===== config.mk =====
export PLATFORM = sky130hd
export DESIGN_NAME = instr_decode_16_flat
export DESIGN_NICKNAME = d
export VERILOG_FILES = /design/src/rtl/instr_decode_16_if.sv /design/src/rtl/instr_decode_16.sv /design/src/flat_wrapper.sv
export SDC_FILE = /design/constraint.sdc
export NUM_CORES = 1
export LEC_CHECK = 0
export CAP_MARGIN = 20
export CORE_ASPECT_RATIO = 0.75
export CORE_MARGIN = 2
export CORE_UTILIZATION = 30
export CTS_CLUSTER_DIAMETER = 100
export DETAILED_ROUTE_END_ITERATION = 12
export SLEW_MARGIN = 10
export SYNTH_ARGS = -nofsm -noshare
export SYNTH_HDL_FRONTEND = slang
export SYNTH_SLANG_ARGS = --single-unit

===== constraint.sdc =====
create_clock -name MCLK -period 6.2 [get_ports MCLK]
set_input_delay 1.24 -clock MCLK [delete_from_list [all_inputs] [get_ports MCLK]]
set_output_delay 1.24 -clock MCLK [all_outputs]
set_load 0.03 [all_outputs]

===== src/rtl/instr_decode_16_if.sv =====
// instr_decode_16_if
// Bundles the fetch-side word handshake and the ALU-side decoded bundle of
// the 16-bit instruction decode stage.
//   fetch side : iw_valid, iw_data -> decoder ; iw_ready, PC_en <- decoder
//   ALU side   : dec_valid + dec_* bundle -> ALU ; dec_ready <- ALU
// Modports:
//   slave  - the decoder (consumes words, produces the bundle)
//   master - the surrounding fetch/ALU environment
interface instr_decode_16_if;
  logic        iw_valid;
  logic [15:0] iw_data;
  logic        iw_ready;
  logic        PC_en;
  logic        dec_valid;
  logic        dec_ready;
  logic [1:0]  dec_fmt;
  logic [3:0]  dec_opcode;
  logic [2:0]  dec_singop;
  logic [2:0]  dec_jcond;
  logic [15:0] dec_joff;
  logic [3:0]  dec_src_reg;
  logic [3:0]  dec_dst_reg;
  logic [1:0]  dec_as;
  logic        dec_ad;
  logic        dec_bw;
  logic [15:0] dec_src_ext;
  logic [15:0] dec_dst_ext;
  logic        dec_illegal;

  modport slave (
    input  iw_valid, iw_data, dec_ready,
    output iw_ready, PC_en, dec_valid, dec_fmt, dec_opcode, dec_singop,
           dec_jcond, dec_joff, dec_src_reg, dec_dst_reg, dec_as, dec_ad,
           dec_bw, dec_src_ext, dec_dst_ext, dec_illegal
  );

  modport master (
    output iw_valid, iw_data, dec_ready,
    input  iw_ready, PC_en, dec_valid, dec_fmt, dec_opcode, dec_singop,
           dec_jcond, dec_joff, dec_src_reg, dec_dst_reg, dec_as, dec_ad,
           dec_bw, dec_src_ext, dec_dst_ext, dec_illegal
  );
endinterface


===== src/rtl/instr_decode_16.sv =====
// instr_decode_16
// Decode stage in front of the 16-bit ALU. Takes instruction words from
// fetch, classifies the first word (Format I / Format II / jump / illegal),
// collects up to two extension words (source first, then destination) and
// presents one registered bundle to the ALU until it is accepted.
// Ports:
//   MCLK - clock, all state on rising edge
//   RST  - synchronous active-high reset
//   bus  - instr_decode_16_if.slave (word handshake, PC_en, decoded bundle)
// Optional feature macro: DEC_ILLEGAL_TRAP_EN
//   defined   : an illegal first word produces a bundle with fmt=11 and
//               dec_illegal=1
//   undefined : an illegal first word is consumed and silently dropped;
//               dec_illegal is tied to 0
module instr_decode_16 (
  input  logic                  MCLK,
  input  logic                  RST,
  instr_decode_16_if.slave      bus
);

  typedef enum logic [1:0] {
    ST_OP      = 2'd0,
    ST_SRC_EXT = 2'd1,
    ST_DST_EXT = 2'd2,
    ST_OUT     = 2'd3
  } state_t;

  state_t      state_reg;
  logic        iw_ready_reg;
  logic        dec_valid_reg;
  logic        pc_en_reg;
  logic        need_dst_reg;
  logic [1:0]  fmt_reg;
  logic [3:0]  opcode_reg;
  logic [2:0]  singop_reg;
  logic [2:0]  jcond_reg;
  logic [15:0] joff_reg;
  logic [3:0]  src_reg_reg;
  logic [3:0]  dst_reg_reg;
  logic [1:0]  as_reg;
  logic        ad_reg;
  logic        bw_reg;
  logic [15:0] src_ext_reg;
  logic [15:0] dst_ext_reg;

  // ---------------------------------------------------------------
  // First-word decode (only consumed in ST_OP)
  // ---------------------------------------------------------------
  logic        accept;
  logic        is_jump;
  logic        is_f1;
  logic        is_f2;
  logic        src_mode_ext;
  logic        need_src;
  logic        need_dst;
  logic [3:0]  mode_reg_field;
  logic [1:0]  d_fmt;
  logic [2:0]  d_singop;
  logic [2:0]  d_jcond;
  logic [15:0] d_joff;
  logic [3:0]  d_src;
  logic [3:0]  d_dst;
  logic [1:0]  d_as;
  logic        d_ad;
  logic        d_bw;

  assign accept = bus.iw_valid & iw_ready_reg;

  always_comb begin
    is_jump        = (bus.iw_data[15:13] == 3'b001);
    is_f1          = bus.iw_data[15] | bus.iw_data[14];
    is_f2          = (bus.iw_data[15:10] == 6'b000100) &&
                     (bus.iw_data[9:7] != 3'b111);
    // Format I addresses the source through iw[11:8]; Format II through iw[3:0].
    mode_reg_field = is_f1 ? bus.iw_data[11:8] : bus.iw_data[3:0];
    // Indexed/symbolic/absolute (As=01, not the R3 constant generator) or
    // immediate (As=11 on PC) carry a source extension word.
    src_mode_ext   = ((bus.iw_data[5:4] == 2'b01) && (mode_reg_field != 4'd3)) ||
                     ((bus.iw_data[5:4] == 2'b11) && (mode_reg_field == 4'd0));
    need_src       = (is_f1 && src_mode_ext) ||
                     (is_f2 && (bus.iw_data[9:7] != 3'b110) && src_mode_ext);
    need_dst       = is_f1 && bus.iw_data[7];

    d_fmt    = 2'b11;
    d_singop = 3'd0;
    d_jcond  = 3'd0;
    d_joff   = 16'd0;
    d_src    = 4'd0;
    d_dst    = 4'd0;
    d_as     = 2'd0;
    d_ad     = 1'b0;
    d_bw     = 1'b0;
    if (is_jump) begin
      d_fmt   = 2'b10;
      d_jcond = bus.iw_data[12:10];
      d_joff  = {{5{bus.iw_data[9]}}, bus.iw_data[9:0], 1'b0};
    end else if (is_f1) begin
      d_fmt = 2'b00;
      d_src = bus.iw_data[11:8];
      d_ad  = bus.iw_data[7];
      d_bw  = bus.iw_data[6];
      d_as  = bus.iw_data[5:4];
      d_dst = bus.iw_data[3:0];
    end else if (is_f2) begin
      d_fmt    = 2'b01;
      d_singop = bus.iw_data[9:7];
      d_bw     = bus.iw_data[6];
      d_as     = bus.iw_data[5:4];
      d_src    = bus.iw_data[3:0];
      d_dst    = bus.iw_data[3:0];
    end
  end

`ifdef DEC_ILLEGAL_TRAP_EN
  logic illegal_reg;
  assign bus.dec_illegal = illegal_reg;
`else
  assign bus.dec_illegal = 1'b0;
`endif

  // ---------------------------------------------------------------
  // FSM with registered handshake outputs and bundle
  // ---------------------------------------------------------------
  always_ff @(posedge MCLK) begin
    if (RST) begin
      state_reg     <= ST_OP;
      iw_ready_reg  <= 1'b1;
      dec_valid_reg <= 1'b0;
      pc_en_reg     <= 1'b0;
      need_dst_reg  <= 1'b0;
      fmt_reg       <= 2'd0;
      opcode_reg    <= 4'd0;
      singop_reg    <= 3'd0;
      jcond_reg     <= 3'd0;
      joff_reg      <= 16'd0;
      src_reg_reg   <= 4'd0;
      dst_reg_reg   <= 4'd0;
      as_reg        <= 2'd0;
      ad_reg        <= 1'b0;
      bw_reg        <= 1'b0;
      src_ext_reg   <= 16'd0;
      dst_ext_reg   <= 16'd0;
`ifdef DEC_ILLEGAL_TRAP_EN
      illegal_reg   <= 1'b0;
`endif
    end else begin
      pc_en_reg <= accept;
      case (state_reg)
        ST_OP: begin
          if (accept) begin
            if (is_jump || is_f1 || is_f2) begin
              fmt_reg      <= d_fmt;
              opcode_reg   <= bus.iw_data[15:12];
              singop_reg   <= d_singop;
              jcond_reg    <= d_jcond;
              joff_reg     <= d_joff;
              src_reg_reg  <= d_src;
              dst_reg_reg  <= d_dst;
              as_reg       <= d_as;
              ad_reg       <= d_ad;
              bw_reg       <= d_bw;
              src_ext_reg  <= 16'd0;
              dst_ext_reg  <= 16'd0;
              need_dst_reg <= need_dst;
`ifdef DEC_ILLEGAL_TRAP_EN
              illegal_reg  <= 1'b0;
`endif
              if (need_src) begin
                state_reg <= ST_SRC_EXT;
              end else if (need_dst) begin
                state_reg <= ST_DST_EXT;
              end else begin
                state_reg     <= ST_OUT;
                iw_ready_reg  <= 1'b0;
                dec_valid_reg <= 1'b1;
              end
            end else begin
`ifdef DEC_ILLEGAL_TRAP_EN
              fmt_reg       <= 2'b11;
              opcode_reg    <= 4'd0;
              singop_reg    <= 3'd0;
              jcond_reg     <= 3'd0;
              joff_reg      <= 16'd0;
              src_reg_reg   <= 4'd0;
              dst_reg_reg   <= 4'd0;
              as_reg        <= 2'd0;
              ad_reg        <= 1'b0;
              bw_reg        <= 1'b0;
              src_ext_reg   <= 16'd0;
              dst_ext_reg   <= 16'd0;
              need_dst_reg  <= 1'b0;
              illegal_reg   <= 1'b1;
              state_reg     <= ST_OUT;
              iw_ready_reg  <= 1'b0;
              dec_valid_reg <= 1'b1;
`else
              // Word is consumed (PC_en still pulses) and dropped.
              state_reg <= ST_OP;
`endif
            end
          end
        end
        ST_SRC_EXT: begin
          if (accept) begin
            src_ext_reg <= bus.iw_data;
            if (need_dst_reg) begin
              state_reg <= ST_DST_EXT;
            end else begin
              state_reg     <= ST_OUT;
              iw_ready_reg  <= 1'b0;
              dec_valid_reg <= 1'b1;
            end
          end
        end
        ST_DST_EXT: begin
          if (accept) begin
            dst_ext_reg   <= bus.iw_data;
            state_reg     <= ST_OUT;
            iw_ready_reg  <= 1'b0;
            dec_valid_reg <= 1'b1;
          end
        end
        ST_OUT: begin
          // No bypass to ST_OP: a new word is only taken the cycle after.
          if (bus.dec_ready) begin
            state_reg     <= ST_OP;
            iw_ready_reg  <= 1'b1;
            dec_valid_reg <= 1'b0;
          end
        end
        default: begin
          state_reg     <= ST_OP;
          iw_ready_reg  <= 1'b1;
          dec_valid_reg <= 1'b0;
        end
      endcase
    end
  end

  assign bus.iw_ready    = iw_ready_reg;
  assign bus.PC_en       = pc_en_reg;
  assign bus.dec_valid   = dec_valid_reg;
  assign bus.dec_fmt     = fmt_reg;
  assign bus.dec_opcode  = opcode_reg;
  assign bus.dec_singop  = singop_reg;
  assign bus.dec_jcond   = jcond_reg;
  assign bus.dec_joff    = joff_reg;
  assign bus.dec_src_reg = src_reg_reg;
  assign bus.dec_dst_reg = dst_reg_reg;
  assign bus.dec_as      = as_reg;
  assign bus.dec_ad      = ad_reg;
  assign bus.dec_bw      = bw_reg;
  assign bus.dec_src_ext = src_ext_reg;
  assign bus.dec_dst_ext = dst_ext_reg;

endmodule


===== src/flat_wrapper.sv =====
// flat-port wrapper written by rule: the top's interface ports become plain ports
module instr_decode_16_flat 
  (MCLK, RST, bus_iw_valid, bus_iw_data, bus_dec_ready, bus_iw_ready, bus_PC_en, bus_dec_valid, bus_dec_fmt, bus_dec_opcode, bus_dec_singop, bus_dec_jcond, bus_dec_joff, bus_dec_src_reg, bus_dec_dst_reg, bus_dec_as, bus_dec_ad, bus_dec_bw, bus_dec_src_ext, bus_dec_dst_ext, bus_dec_illegal);
  instr_decode_16_if bus_i ();
  input  logic MCLK;
  input  logic RST;
  input wire logic [$bits(bus_i.iw_valid)-1:0] bus_iw_valid;
  input wire logic [$bits(bus_i.iw_data)-1:0] bus_iw_data;
  input wire logic [$bits(bus_i.dec_ready)-1:0] bus_dec_ready;
  output wire logic [$bits(bus_i.iw_ready)-1:0] bus_iw_ready;
  output wire logic [$bits(bus_i.PC_en)-1:0] bus_PC_en;
  output wire logic [$bits(bus_i.dec_valid)-1:0] bus_dec_valid;
  output wire logic [$bits(bus_i.dec_fmt)-1:0] bus_dec_fmt;
  output wire logic [$bits(bus_i.dec_opcode)-1:0] bus_dec_opcode;
  output wire logic [$bits(bus_i.dec_singop)-1:0] bus_dec_singop;
  output wire logic [$bits(bus_i.dec_jcond)-1:0] bus_dec_jcond;
  output wire logic [$bits(bus_i.dec_joff)-1:0] bus_dec_joff;
  output wire logic [$bits(bus_i.dec_src_reg)-1:0] bus_dec_src_reg;
  output wire logic [$bits(bus_i.dec_dst_reg)-1:0] bus_dec_dst_reg;
  output wire logic [$bits(bus_i.dec_as)-1:0] bus_dec_as;
  output wire logic [$bits(bus_i.dec_ad)-1:0] bus_dec_ad;
  output wire logic [$bits(bus_i.dec_bw)-1:0] bus_dec_bw;
  output wire logic [$bits(bus_i.dec_src_ext)-1:0] bus_dec_src_ext;
  output wire logic [$bits(bus_i.dec_dst_ext)-1:0] bus_dec_dst_ext;
  output wire logic [$bits(bus_i.dec_illegal)-1:0] bus_dec_illegal;
  assign bus_i.iw_valid = bus_iw_valid;
  assign bus_i.iw_data = bus_iw_data;
  assign bus_i.dec_ready = bus_dec_ready;
  assign bus_iw_ready = bus_i.iw_ready;
  assign bus_PC_en = bus_i.PC_en;
  assign bus_dec_valid = bus_i.dec_valid;
  assign bus_dec_fmt = bus_i.dec_fmt;
  assign bus_dec_opcode = bus_i.dec_opcode;
  assign bus_dec_singop = bus_i.dec_singop;
  assign bus_dec_jcond = bus_i.dec_jcond;
  assign bus_dec_joff = bus_i.dec_joff;
  assign bus_dec_src_reg = bus_i.dec_src_reg;
  assign bus_dec_dst_reg = bus_i.dec_dst_reg;
  assign bus_dec_as = bus_i.dec_as;
  assign bus_dec_ad = bus_i.dec_ad;
  assign bus_dec_bw = bus_i.dec_bw;
  assign bus_dec_src_ext = bus_i.dec_src_ext;
  assign bus_dec_dst_ext = bus_i.dec_dst_ext;
  assign bus_dec_illegal = bus_i.dec_illegal;
  instr_decode_16 u_core (.MCLK(MCLK), .RST(RST), .bus(bus_i));
endmodule

==> run summary, run 1 <==
EDFF count, synth: 0
Startpoint types: input pin
Maximum fanout along the worst path: 16
Post-cts sizing count: 0
Setup Crit Path Kind: input pin to flip-flop
Post-route ant nets: 0
Synth area leaders: dfxtp_1 (50%), a22oi_1 (8.3%), nor2_1 (6.7%)
I/O Pins: 96
Clock network fraction of total power: 0.328
Via count: 2732
Initial antenna violation count: 0
DR vias/cell: 4.92
Post-synthesis cell type count: 39
Crit path depth: 9
CTS tree: done
Vias in the first global route: 2599
Final Non-Filler Cells: 555
Total Nets Final: 442
Worst Path Required: 6.46 ns
Crit-path cells: clkdlybuf4s50_1 > nor4b_2 > a211o_1 > nand4_1 > buf_8 > buf_4 > nor3_1 > a21oi_1 > nor2_1
Critical path arrival: 3.89 ns
Unrepaired setup endpoints after global routing: no
Initial core utilization: 0.305
Delay-heaviest family, CP: simple AND/OR/NAND/NOR gates
CP peak stage delay: 0.64 ns
Largest net degree at the start of global routing: 74
Post-Synthesis Cells: 341
Relative slew slack: 0.494
PD cells: 382 nW/µm²
Pwr Total: 1.60 mW
Hold Path Origin: u_core.bus.dec_dst_reg[3]
Clock root cell: clkbuf_16
GPL Wtd Cong: 0.852
Num Clock Sinks: 72
Lkg Pwr: 1.48 nW
#FFs+latches synth: 72
Die Footprint: 10500 µm²
Critical Path End Type: flip-flop
CP bufs+invs: 3
CTS Hold Bufs: 0
Final Hold Vio Count: 0
NetSw: 0.554 mW
Inserted Diodes: 0
Hold worst-path end: u_core.bus.dec_dst_reg[3]
# rows: 31
R2r endpoint: u_core.bus.dec_valid
Max H-tree Level: 3
Yosys top cell by area: dfxtp_1
Share of the synthesized area in the top cell type: 0.495
Final wirelength: 8.86 mm
DR pass1 iterations: 4
DP HPWL: 6.12 mm
Filler cell count: 971
Slowest CP cell: clkdlybuf4s50_1
Pin slew with the least headroom to its limit: 0.759 ns
Worst reg2reg startpoint: u_core.state_reg[0]
Worst reg2reg setup slack: 4.01 ns
Post-Route Utilization: 0.439
Async set-reset flop share out of synthesis: 0
Tot GR Track Use: 0.174
Power share of the combinational group: 0.325
Max Transition Viols Final: 0
Clock slew seen by the registers of the worst setup and hold paths: 0.06 ns
FMAX: 275 MHz
Global route total overflow: 0
Clock Path Buffers: 2
Core Region: 9540 µm²
Sw Ratio: 0.347
Die X: 118 µm
VDD IR max: 169 µV
Ys flop type: dfxtp_1
CTS Buf Count: 9
Area of the multi-input gates: 1280 µm²
Layout Skew: 0.00880 ns
P&R area growth vs syn: 44.0%
Placed instance count: 538
Reg area: 1440 µm²
Sequential share of the synthesized area: 0.495
Hold Crit Class: flip-flop to flip-flop
Hold Path Depth: 2
Status: finished, final reports clean
Layout cells sized above 1: 0.0686
R2R depth: 7
Ys Warns: 0
Max-cap violations: 0
Mapped Area: 2910 µm²
Post-CTS Setup Repair Bufs: 0
Port Buffers: 93
First-pass GRT wire length: 14.2 mm
Die height: 89.3 µm
Clock latency on the worst-skew pair: 0.33 ns
Final period util: 0.586
WL/cell: 16.0 µm
Placed cell area: 3870 µm²
Initial DRC Count: 184
Syn Area/Cell: 8.53 µm²
DRC: 0
Tmin final: 3.63 ns
Internal power: 1.04 mW
Register share of total power: 0.347
Design area: 4190 µm²
Setup TNS: 0 ns
Final setup vio count: 0
-- routing by layer --
metal / routed length (µm) / part of all wire / vias up / track usage
met4: 59 / 0.0067 / 0 / 0.0460
met2: 3720 / 0.42 / 110 / 0.263
met1: 4260 / 0.48 / 1285 / 0.235
met5: 0 / 0 / - / 0
li1: - / - / 1331 / -
met3: 818 / 0.092 / 6 / 0.0676
-- cells in the mapped netlist, types with 2 or more instances --
cell type,instances
dfxtp_1,72
nor2_1,52
nand2_1,41
a21oi_1,33
a22oi_1,32
nand3_1,23
clkbuf_1,13
buf_2,11
and2_1,7
buf_4,7
a31oi_1,4
ha_1,4
inv_1,4
nor2b_1,3
o21bai_1,3
a211o_1,2
a211oi_1,2
a311oi_1,2
buf_1,2
mux2_4,2
mux2i_1,2
nor3b_1,2
o21ai_1,2
-- worst max-delay path by stage --
stage | slack, ns | endpoint | from
after floorplan | 3.31 | u_core.bus.dec_valid | bus_iw_data[15]
after global placement | 1.97 | u_core.bus.dec_src_reg[0] | bus_iw_data[13]
after detailed placement | 1.83 | u_core.bus.dec_src_reg[0] | bus_iw_data[13]
after CTS | 2.17 | u_core.bus.dec_src_reg[0] | bus_iw_data[13]
after global routing | 2.37 | u_core.bus.dec_src_reg[0] | bus_iw_data[13]
final | 2.57 | u_core.bus.dec_src_reg[0] | bus_iw_data[13]
-- placed cells by master, fill, tap and decap left out, types with 2 or more instances in the layout --
cell / netlist / final
clkdlybuf4s50_1: 0 / 92
a22oi_1: 32 / 32
inv_1: 4 / 4
o21ai_1: 2 / 2
and2_1: 7 / 7
nand3_1: 23 / 23
a21oi_1: 33 / 33
dfxtp_1: 72 / 72
nor2b_1: 3 / 3
a211o_1: 2 / 2
nor3b_1: 2 / 2
a211oi_1: 2 / 2
nor2_1: 52 / 52
a31oi_1: 4 / 4
clkbuf_16: 0 / 9
conb_1: 1 / 2
mux2i_1: 2 / 2
ha_1: 4 / 4
a311oi_1: 2 / 2
clkinvlp_4: 0 / 2
mux2_4: 2 / 2
o21bai_1: 3 / 3
nand2_1: 41 / 41
buf_4: 7 / 5
-- worst reg2reg max path: cells and delay by family, from the launching register on --
kind / cells / cell delay [ns]
AOI/OAI and AO/OA: 3 / 0.83
adders and majority gates: 1 / 0.30
buffers and inverters: 1 / 0.08
DFF: 1 / 0.37
muxes: 1 / 0.32
and+or+nand+nor: 1 / 0.18
-- per-stage QoR --
| step | hold slack (ns) | worst slack, ns |
|---|---|---|
| 2_1_floorplan | 0.450 | 3.31 |
| 3_3_place_gp | 0.443 | 1.97 |
| 3_5_place_dp | 0.448 | 1.83 |
| 4_1_cts | 0.459 | 2.17 |
| 5_1_grt | 0.474 | 2.37 |
| 6_report | 0.457 | 2.57 |
-- cell type report --
type	count	area share
flip-flops and latches	72	0.344
multi-input cells	232	0.306
repair buffers	99	0.234
clock buffers	10	0.0571
well taps	132	0.0394
clock inverters	6	0.0161
inverters	4	0.00359
-- cells by family after synthesis --
kind of cell | count (synthesis) | synth area share
simple gates | 136 | 0.206
compound gates | 86 | 0.197
flops | 72 | 0.495
buf+inv | 38 | 0.0654
mux | 4 | 0.0172
fa+ha+maj | 4 | 0.0172
other cells | 1 | 0.00129
-- power groups by stage --
| stage | Clock [mW] | Sequential, mW | Combinational [mW] |
|---|---|---|---|
| finish | 0.525 | 0.555 | 0.519 |
| floorplan | 0 | 0.659 | 0.233 |
| detailed placement | 0 | 0.565 | 0.512 |
| CTS | 0.533 | 0.556 | 0.514 |
| global route | 0.554 | 0.562 | 0.560 |
| global placement | 0 | 0.566 | 0.508 |
Power figures use the tool's default switching activity.
==> run 2, diff against run 1 <==
clock period = 3.5 ns   (was 6.2 ns; I/O delays follow)
==> run summary, run 2 (synthesized netlist as in run 1, its figures left out) <==
Clock latency on the worst-skew pair: 0.33 ns (about the same)
NetSw: 0.952 mW (+72%)
GPL Wtd Cong: 0.819 (-3.9%)
Worst Path Required: 3.76 ns (-2.70 ns)
Initial DRC Count: 189 (+2.7%)
Setup Crit Path Kind: input pin to flip-flop
Crit-path cells: clkdlybuf4s50_1 > nor4b_2 > nand2_1 > a31oi_1 > and2_1 > a22oi_1 > nor2_1
Die Footprint: 10500 µm² (unchanged)
I/O Pins: 96 (unchanged)
Startpoint types: input pin
Global route total overflow: 0 (unchanged)
Most common cell after layout, fill and taps aside: clkdlybuf4s50_1
DR pass1 iterations: 4 (unchanged)
Register share of total power: 0.358 (+0.011)
Maximum fanout along the worst path: 16 (unchanged)
Post-route ant nets: 0 (unchanged)
Final period util: 0.797
Setup TNS: 0 ns (unchanged)
CTS Hold Bufs: 0 (unchanged)
Lkg Pwr: 1.50 nW (+1.5%)
Relative slew slack: 0.446 (-0.0473)
Initial core utilization: 0.305 (unchanged)
Post-CTS Setup Repair Bufs: 0 (unchanged)
Port Buffers: 93 (unchanged)
Initial antenna violation count: 0 (unchanged)
Critical path arrival: 3.05 ns (-0.84 ns)
Clock network fraction of total power: 0.303 (-0.025)
Final setup vio count: 0 (unchanged)
Critical Path End Type: flip-flop
Max H-tree Level: 3 (unchanged)
Sw Ratio: 0.346 (-0.000372)
Final Hold Vio Count: 0 (unchanged)
Die X: 118 µm (unchanged)
Post-cts sizing count: 0 (unchanged)
FMAX: 359 MHz
Core Region: 9540 µm² (unchanged)
Max-cap violations: 0 (unchanged)
Status: finished, final reports clean
Final wirelength: 9.23 mm (+4.2%)
Num Clock Sinks: 72 (unchanged)
CTS Buf Count: 9 (unchanged)
# rows: 31 (unchanged)
Max Transition Viols Final: 0 (unchanged)
Clock slew seen by the registers of the worst setup and hold paths: 0.05 ns (about the same)
Layout Skew: 0.00432 ns (-0.00447 ns)
Via count: 2740 (+0.29%)
Clock Path Buffers: 2 (unchanged)
Clock root cell: clkbuf_16
Power share of the combinational group: 0.338 (+0.013)
Die height: 89.3 µm (unchanged)
Total Nets Final: 450 (+1.8%)
DR vias/cell: 4.88 (-0.96%)
DRC: 0 (unchanged)
DP HPWL: 6.47 mm (+5.7%)
Hold Crit Class: flip-flop to flip-flop
Largest net degree at the start of global routing: 47 (-36%)
Tot GR Track Use: 0.180 (+0.00608)
Vias in the first global route: 2687 (+3.4%)
Design area: 4210 µm² (+0.42%)
Tmin final: 2.79 ns
First-pass GRT wire length: 14.6 mm (+2.9%)
Pin slew with the least headroom to its limit: 0.830 ns (+0.0710 ns)
PD cells: 654 nW/µm² (+71%)
CP bufs+invs: 1 (-2)
P&R area growth vs syn: 44.6%
Inserted Diodes: 0 (unchanged)
Placed cell area: 3940 µm² (+1.8%)
Internal power: 1.80 mW (+72%)
Layout cells sized above 1: 0.0744 (+0.00586)
VDD IR max: 383 µV (+130%)
CP peak stage delay: 0.61 ns (-0.03 ns)
CTS tree: done
WL/cell: 16.4 µm (+2.9%)
Most frequent cells in the layout: clkdlybuf4s50_1 (92), dfxtp_1 (72), nor2_1 (52)
Unrepaired setup endpoints after global routing: no
Slowest CP cell: and2_1
Delay-heaviest family, CP: simple AND/OR/NAND/NOR gates
[run 2: metal layers]
| metal | vias to the layer above | part of all wire | wire (µm) | track usage |
|---|---|---|---|---|
| met5 | - | 0 | 0 | 0 |
| met4 | 0 | 0.017 | 161 | 0.0734 |
| met3 | 16 | 0.099 | 912 | 0.0663 |
| met2 | 118 | 0.41 | 3770 | 0.256 |
| met1 | 1269 | 0.48 | 4390 | 0.248 |
| li1 | 1337 | - | - | - |
[run 2: final cells by class]
cell class,instances,area [µm²]
clock buffers,15,268
multi-input cells,232,1280
fillers,962,5340
flip-flops and latches,72,1440
inverters,4,15.0
well taps,132,165
repair buffers,107,1030
[run 2: per-stage QoR]
stage | power (mW) | cells | utilization | setup WS, ns | hold slack [ns]
floorplan | 1.58 | 342 | - | 1.15 | 0.450
global placement | 1.90 | 546 | 0.411 | 0.404 | 0.439
detailed placement | 1.93 | 547 | 0.413 | 0.407 | 0.445
CTS | 2.77 | 562 | 0.441 | 0.753 | 0.451
global route | 2.89 | 562 | 0.441 | 0.478 | 0.467
finish | 2.75 | 562 | 0.441 | 0.711 | 0.451
[run 2: path summary, 6_finish.rpt]
path | startpoint | end | slack, ns | cells after the start
min | u_core.bus.dec_jcond[2] | u_core.bus.dec_jcond[2] | 0.45 | 2
max | bus_iw_data[11] | u_core.bus.dec_dst_ext[15] | 0.71 | 7
min reg2reg | u_core.bus.dec_jcond[2] | u_core.bus.dec_jcond[2] | 0.45 | 2
max reg2reg | u_core.state_reg[0] | u_core.bus.dec_valid | 1.28 | 7
[run 2: power groups by stage]
stage | clock (mW) | combinational, mW | sequential, mW
2_1_floorplan | 0 | 0.414 | 1.17
3_3_place_gp | 0 | 0.904 | 1.00
3_5_place_dp | 0 | 0.927 | 1.00
4_1_cts | 0.850 | 0.931 | 0.986
5_1_grt | 0.888 | 1.00 | 0.997
6_report | 0.834 | 0.930 | 0.985
[run 2: worst register-to-register path: stages, from the launching register on]
cell and delay [ns]:
dfxtp_1 0.37, inv_1 0.08, ha_1 0.32, o31a_1 0.36
a211o_1 0.30, nand3b_1 0.17, o22ai_2 0.19, mux2_4 0.32
==> variant 1, RTL diff (flow settings as in run 2) <==
The 4 states of `state_t` get a one-hot encoding in 4 bits.
--- a/src/rtl/instr_decode_16.sv
+++ b/src/rtl/instr_decode_16.sv
@@ -19,9 +19,9 @@
 );
 
-  typedef enum logic [1:0] {
-    ST_OP      = 2'd0,
-    ST_SRC_EXT = 2'd1,
-    ST_DST_EXT = 2'd2,
-    ST_OUT     = 2'd3
+  typedef enum logic [3:0] {
+    ST_OP      = 4'b0001,
+    ST_SRC_EXT = 4'b0010,
+    ST_DST_EXT = 4'b0100,
+    ST_OUT     = 4'b1000
   } state_t;
 
Check against the original RTL: same outputs for any inputs over 4 cycles, from zero or initial values and one cycle with RST high; so few cycles prove little.
==> variant 1 against run 2 <==
- area after synthesis fell by 0.34%
- sequential cell count up 2
- count of clock-buffer cells in the layout is 2 lower
- worst setup slack improved by 71 ps
- register-to-register slack better by 150 ps
- routed wire length shrank 1.9%
- largest cell class unchanged
- cell area increased by 1.0%
- power shrank 3.9%
==> variant 1: results (changes against run 2) <==
[yosys]
yosysSeqAreaShare_pct=51.1  ; +1.6 points
synth_cell_types=53  ; +36%
yosys-top-cells-area=dfxtp_1, a22o_1, nand2_1, a31o_2, a21oi_1
synthMuxAreaShare_pct=0.863  ; -0.86 points
synth_xor_area_share_pct=0.604  ; +0.60 points
synth_compound_area_share_pct=25.0  ; +5.3 points
syn_area_per_cell_um2=10.1  ; +18%
synthArstFlopShare_pct=0  ; unchanged
synthAdderAreaFrac_pct=0  ; -1.7 points
synth_common_cells=dfxtp_1, a22o_1, nand2_1, nor2_1, a21oi_1

[global_route]
track_usage_pct=17.5  ; -0.52 points
grt_max_degree=20  ; -57%
grt_pass1_wl_um=14100  ; -3.4%
antenna_found_initial=0  ; unchanged
grt_pass1_vias=2475  ; -7.9%

[placement]
gp_congestion=0.957  ; +17%
dp_cells=500  ; -8.6%
hpwl_um=6560  ; +1.3%

[pwr]
switching_share_pct=31.8  ; -2.8 points
vdd_drop_max_mv=0.302  ; -21%
leakagePower_nw=1.64  ; +9.0%

[detailed_routing]
finalWirelength_um=9060  ; -1.9%
drt_iter0_markers=273  ; +44%
vias=2569  ; -6.2%

[worst_hold_path]
whs_path_depth=2  ; unchanged

[layout]
n_fill_cell=930  ; -3.3%
final_cells=515  ; -8.4%
num-nets-final=399  ; -11%
antenna-diode-count=0  ; unchanged
drive_above_1_share_pct=13.3  ; +5.9 points

[clocking]
cts_max_level=3  ; unchanged
numCtsBuffers=9  ; unchanged
cts-root-buf=clkbuf_16

[worst_setup_path]
crit_fanout=16  ; unchanged
worstPathArrival_ps=2980  ; -70 ps
reg2reg_depth=6  ; -1

[timing]
skew_ps=6.93  ; +2.61 ps
relSlewSlack_pct=43.1  ; -1.6 points

[run_status]
outcome=finished clean

[variant 1: cell count changes after synthesis, sizes merged, moves of 4 or more]
cell,change
a22o,+42
nor2,-33
a22oi,-32
nand3,-18
a21oi,-16
nand2,-13
and3,+11
a31o,+10
o21ai,+6
and2,-5
clkbuf,-4
ha,-4
[variant 1: logic make-up after synthesis]
| kind of cell | Yosys count |
|---|---|
| simple gates | 88 |
| flops | 74 |
| buf+inv | 29 |
| xor+xnor | 2 |
| mux | 2 |
| compound gates | 92 |
| other cells | 1 |
[variant 1: area by class of cell]
class	count	area, um2	share of cell area [%]
tap	132	165	3.89
clock buffer	13	270	6.36
sequential	74	1480	34.9
timing repair buffer	106	1030	24.2
inverter	2	7.51	0.177
clock inverter	2	35.0	0.825
multi-input combinational	186	1260	29.7
[variant 1: metal layers]
layer / vias up / wire, um / share of wire, % / GRT usage, %
li1: 1241 / - / - / -
met1: 1202 / 4440 / 49 / 24.9
met2: 122 / 3700 / 41 / 25.8
met3: 4 / 877 / 9.7 / 6.25
met4: 0 / 40 / 0.44 / 3.50
met5: - / 0 / 0 / 0
[variant 1: power groups by stage]
stage | registers (mW) | clock network [mW] | logic, mW
floorplan | 1.09 | 0 | 0.355
global placement | 1.01 | 0 | 0.704
detailed placement | 1.01 | 0 | 0.709
CTS | 0.993 | 0.956 | 0.715
global route | 1.01 | 1.00 | 0.765
finish | 0.994 | 0.933 | 0.716
[variant 1: critical path, stage by stage]
cell and delay, ps:
clkdlybuf4s50_1 570, nor3b_2 330, and2_4 250, nor2_2 70
a21oi_2 220, and3_1 600, a22o_1 250
[variant 1: path summary, 6_finish.rpt]
check	slack [ps]	startpoint	end
max	780	bus_iw_data[12]	u_core.bus.dec_dst_ext[7]
min	450	u_core.bus.dec_opcode[0]	u_core.bus.dec_opcode[0]
min reg2reg	450	u_core.bus.dec_opcode[0]	u_core.bus.dec_opcode[0]
max reg2reg	1430	u_core.state_reg[3]	u_core.bus.dec_valid
[variant 1: metrics by stage]
step | power [mW] | setup WS, ps | utilization (%) | cell area, um2 | hold slack, ps
after global routing | 2.77 | 679 | 44.5 | 4250 | 483
after CTS | 2.66 | 840 | 44.5 | 4250 | 461
final | 2.64 | 782 | 44.5 | 4250 | 454
after detailed placement | 1.72 | 512 | 41.3 | 3940 | 453
after floorplan | 1.44 | 1380 | - | 2900 | 480
after global placement | 1.71 | 594 | 41.3 | 3940 | 438
==> variant 2, RTL diff (flow settings as in run 2) <==
Without the edit above. Build with the macro `DEC_ILLEGAL_TRAP_EN` defined.
--- a/src/rtl/instr_decode_16.sv
+++ b/src/rtl/instr_decode_16.sv
@@ -13,4 +13,6 @@
 //   undefined : an illegal first word is consumed and silently dropped;
 //               dec_illegal is tied to 0
+`define DEC_ILLEGAL_TRAP_EN
+
 module instr_decode_16 (
   input  logic                  MCLK,
Behaviour: not the same (a bounded check fails within 4 cycles, from zero or initial values and one cycle with RST high).
==> variant 2 against run 2 <==
- clock skew about the same
- routed wire length fell by 6.3%
- worst setup slack gained 50 ps
- cell area is 1.4% lower
- power rose by 8.1%
- sequential cell count is 1 higher
- area after synthesis fell by 3.7%
- maximum frequency increased by 1.8%
==> variant 2: results (changes against run 2) <==
[run_status]
outcome=finished clean

[clocking]
cts_buffer_depth=2  ; unchanged
path_clk_slew_ps=60
cts-root-buf=clkbuf_16
worst_skew_pair.late_latency_ps=330  ; about the same
ctsResizeCount=0  ; unchanged
post_cts_buffers=0  ; unchanged
numCtsBuffers=9  ; unchanged
cts_max_level=3  ; unchanged

[global_route]
grt_pass1_vias=2437  ; -9.3%
grt-ovfl-total=0  ; unchanged
track_usage_pct=17.7  ; -0.33 points
grt_pass1_wl_um=13400  ; -8.2%
grt_max_degree=39  ; -17%
antenna_found_initial=0  ; unchanged

[timing]
hold_slack_ps=455  ; +3.49 ps
skew_ps=4.79  ; +0.463 ps
finalCriticalPeriod_ps=2740  ; -50.4 ps
relSlewSlack_pct=30.6  ; -14 points

[yosys]
synth_cell_types=35  ; -10%
yosys-top-cells-area=dfxtp_1, a22oi_1, nor2_1, nand2_1, a21oi_1
syn_nets=341
yosysWarnings=0  ; unchanged
synth_common_cells=dfxtp_1, nor2_1, a22oi_1, nand2_1, clkbuf_1
yosysSeqAreaShare_pct=52.2  ; +2.6 points
synthArstFlopShare_pct=0  ; unchanged
synth.most_common_cell=dfxtp_1

[worst_setup_path]
crit_fanout=6  ; -10
worstPathArrival_ps=2960  ; -90 ps
cp_slowest_cell=clkdlybuf4s50_1
reg2reg_setup_slack_ps=1120  ; -160 ps
max_stage_delay_ps=580  ; -30 ps

[detailed_routing]
wl_per_cell_um=16.2  ; -1.3%
drtPass1Iterations=5  ; +1
drt_iter0_markers=193  ; +2.1%
vias_per_cell=4.86  ; -0.29%

[layout]
n_fill_cell=887  ; -7.8%
antenna-diode-count=0  ; unchanged
num-nets-final=426  ; -5.3%
drive_above_1_share_pct=8.13  ; +0.69 points

[placement]
portBuffers=94  ; +1.1%
pre_cts_ws_ps=449  ; +42.7 ps
hpwl_um=6170  ; -4.6%
postPlaceCellArea_um2=3830  ; -2.8%
gp_congestion=0.780  ; -4.8%

[pwr]
vdd_drop_max_mv=0.293  ; -24%
leakagePower_nw=1.50  ; -0.37%

[worst_hold_path]
worst_hold_path_type=reg -> reg

-- variant 2: cell types whose count changed after synthesis, moves of 7 or more --
cell      change
a22oi_1      +16
clkbuf_1      +7
nand2_1      -11
buf_2        -11
and2_1        -7
nand3_1      -20
a21oi_1      -14
nor2_1       +16
-- variant 2: per-stage QoR --
stage                     std cells  total power [mW]
final                           534              2.97
after global routing            534              3.13
after CTS                       534              3.00
after detailed placement        518              2.04
after global placement          517              2.01
after floorplan                 316              1.66
-- variant 2: power by group --
group	switching [mW]	total (mW)	internal [mW]	leakage [nW]
clock	0.342	0.950	0.608	0.151
sequential	0.0707	1.02	0.948	0.593
combinational	0.625	1.00	0.378	0.754
-- variant 2: path summary, 6_finish.rpt --
path | start | endpoint | cells past startpoint
setup / recovery | bus_iw_data[15] | u_core.bus.iw_ready | 7
hold / removal | u_core.bus.dec_dst_reg[3] | u_core.bus.dec_dst_reg[3] | 2
setup reg to reg | u_core.state_reg[0] | u_core.bus.iw_ready | 7
hold reg to reg | u_core.bus.dec_dst_reg[3] | u_core.bus.dec_dst_reg[3] | 2
-- variant 2: kinds of logic (layout without fill, tap and decap cells) --
kind of cell | count (synthesis) | in the layout | synth area share, %
AO/OA/AOI/OAI | 85 | 85 | 21.6
other | 1 | 1 | 0.134
flip-flops | 73 | 73 | 52.2
multiplexers | 4 | 4 | 1.43
AND/OR/NAND/NOR | 116 | 116 | 17.3
buffers and inverters | 32 | 122 | 5.09
adder cells (fa/ha/maj) | 5 | 5 | 2.23
-- variant 2: worst max-delay path: cells and delay by family --
kind            cells  cell delay, ps
compound gates      4             960
mux                 1             370
buf+inv             1             580
simple gates        1             360
-- variant 2: final cells by class --
cell class	count	area (um2)	area share, %
well taps	128	160	3.86
clock inverters	4	50.0	1.21
repair buffers	101	992	23.9
multi-input cells	211	1200	28.9
inverters	5	18.8	0.453
clock buffers	12	267	6.43
flip-flops and latches	73	1460	35.3
-- variant 2: routing by layer --
| layer | track usage [%] | vias to the layer above | routed length, um |
|---|---|---|---|
| met5 | 0 | - | 0 |
| met4 | 3.61 | 0 | 48 |
| met3 | 9.41 | 5 | 1110 |
| met2 | 25.1 | 113 | 3650 |
| met1 | 23.9 | 1217 | 3840 |
| li1 | - | 1261 | - |
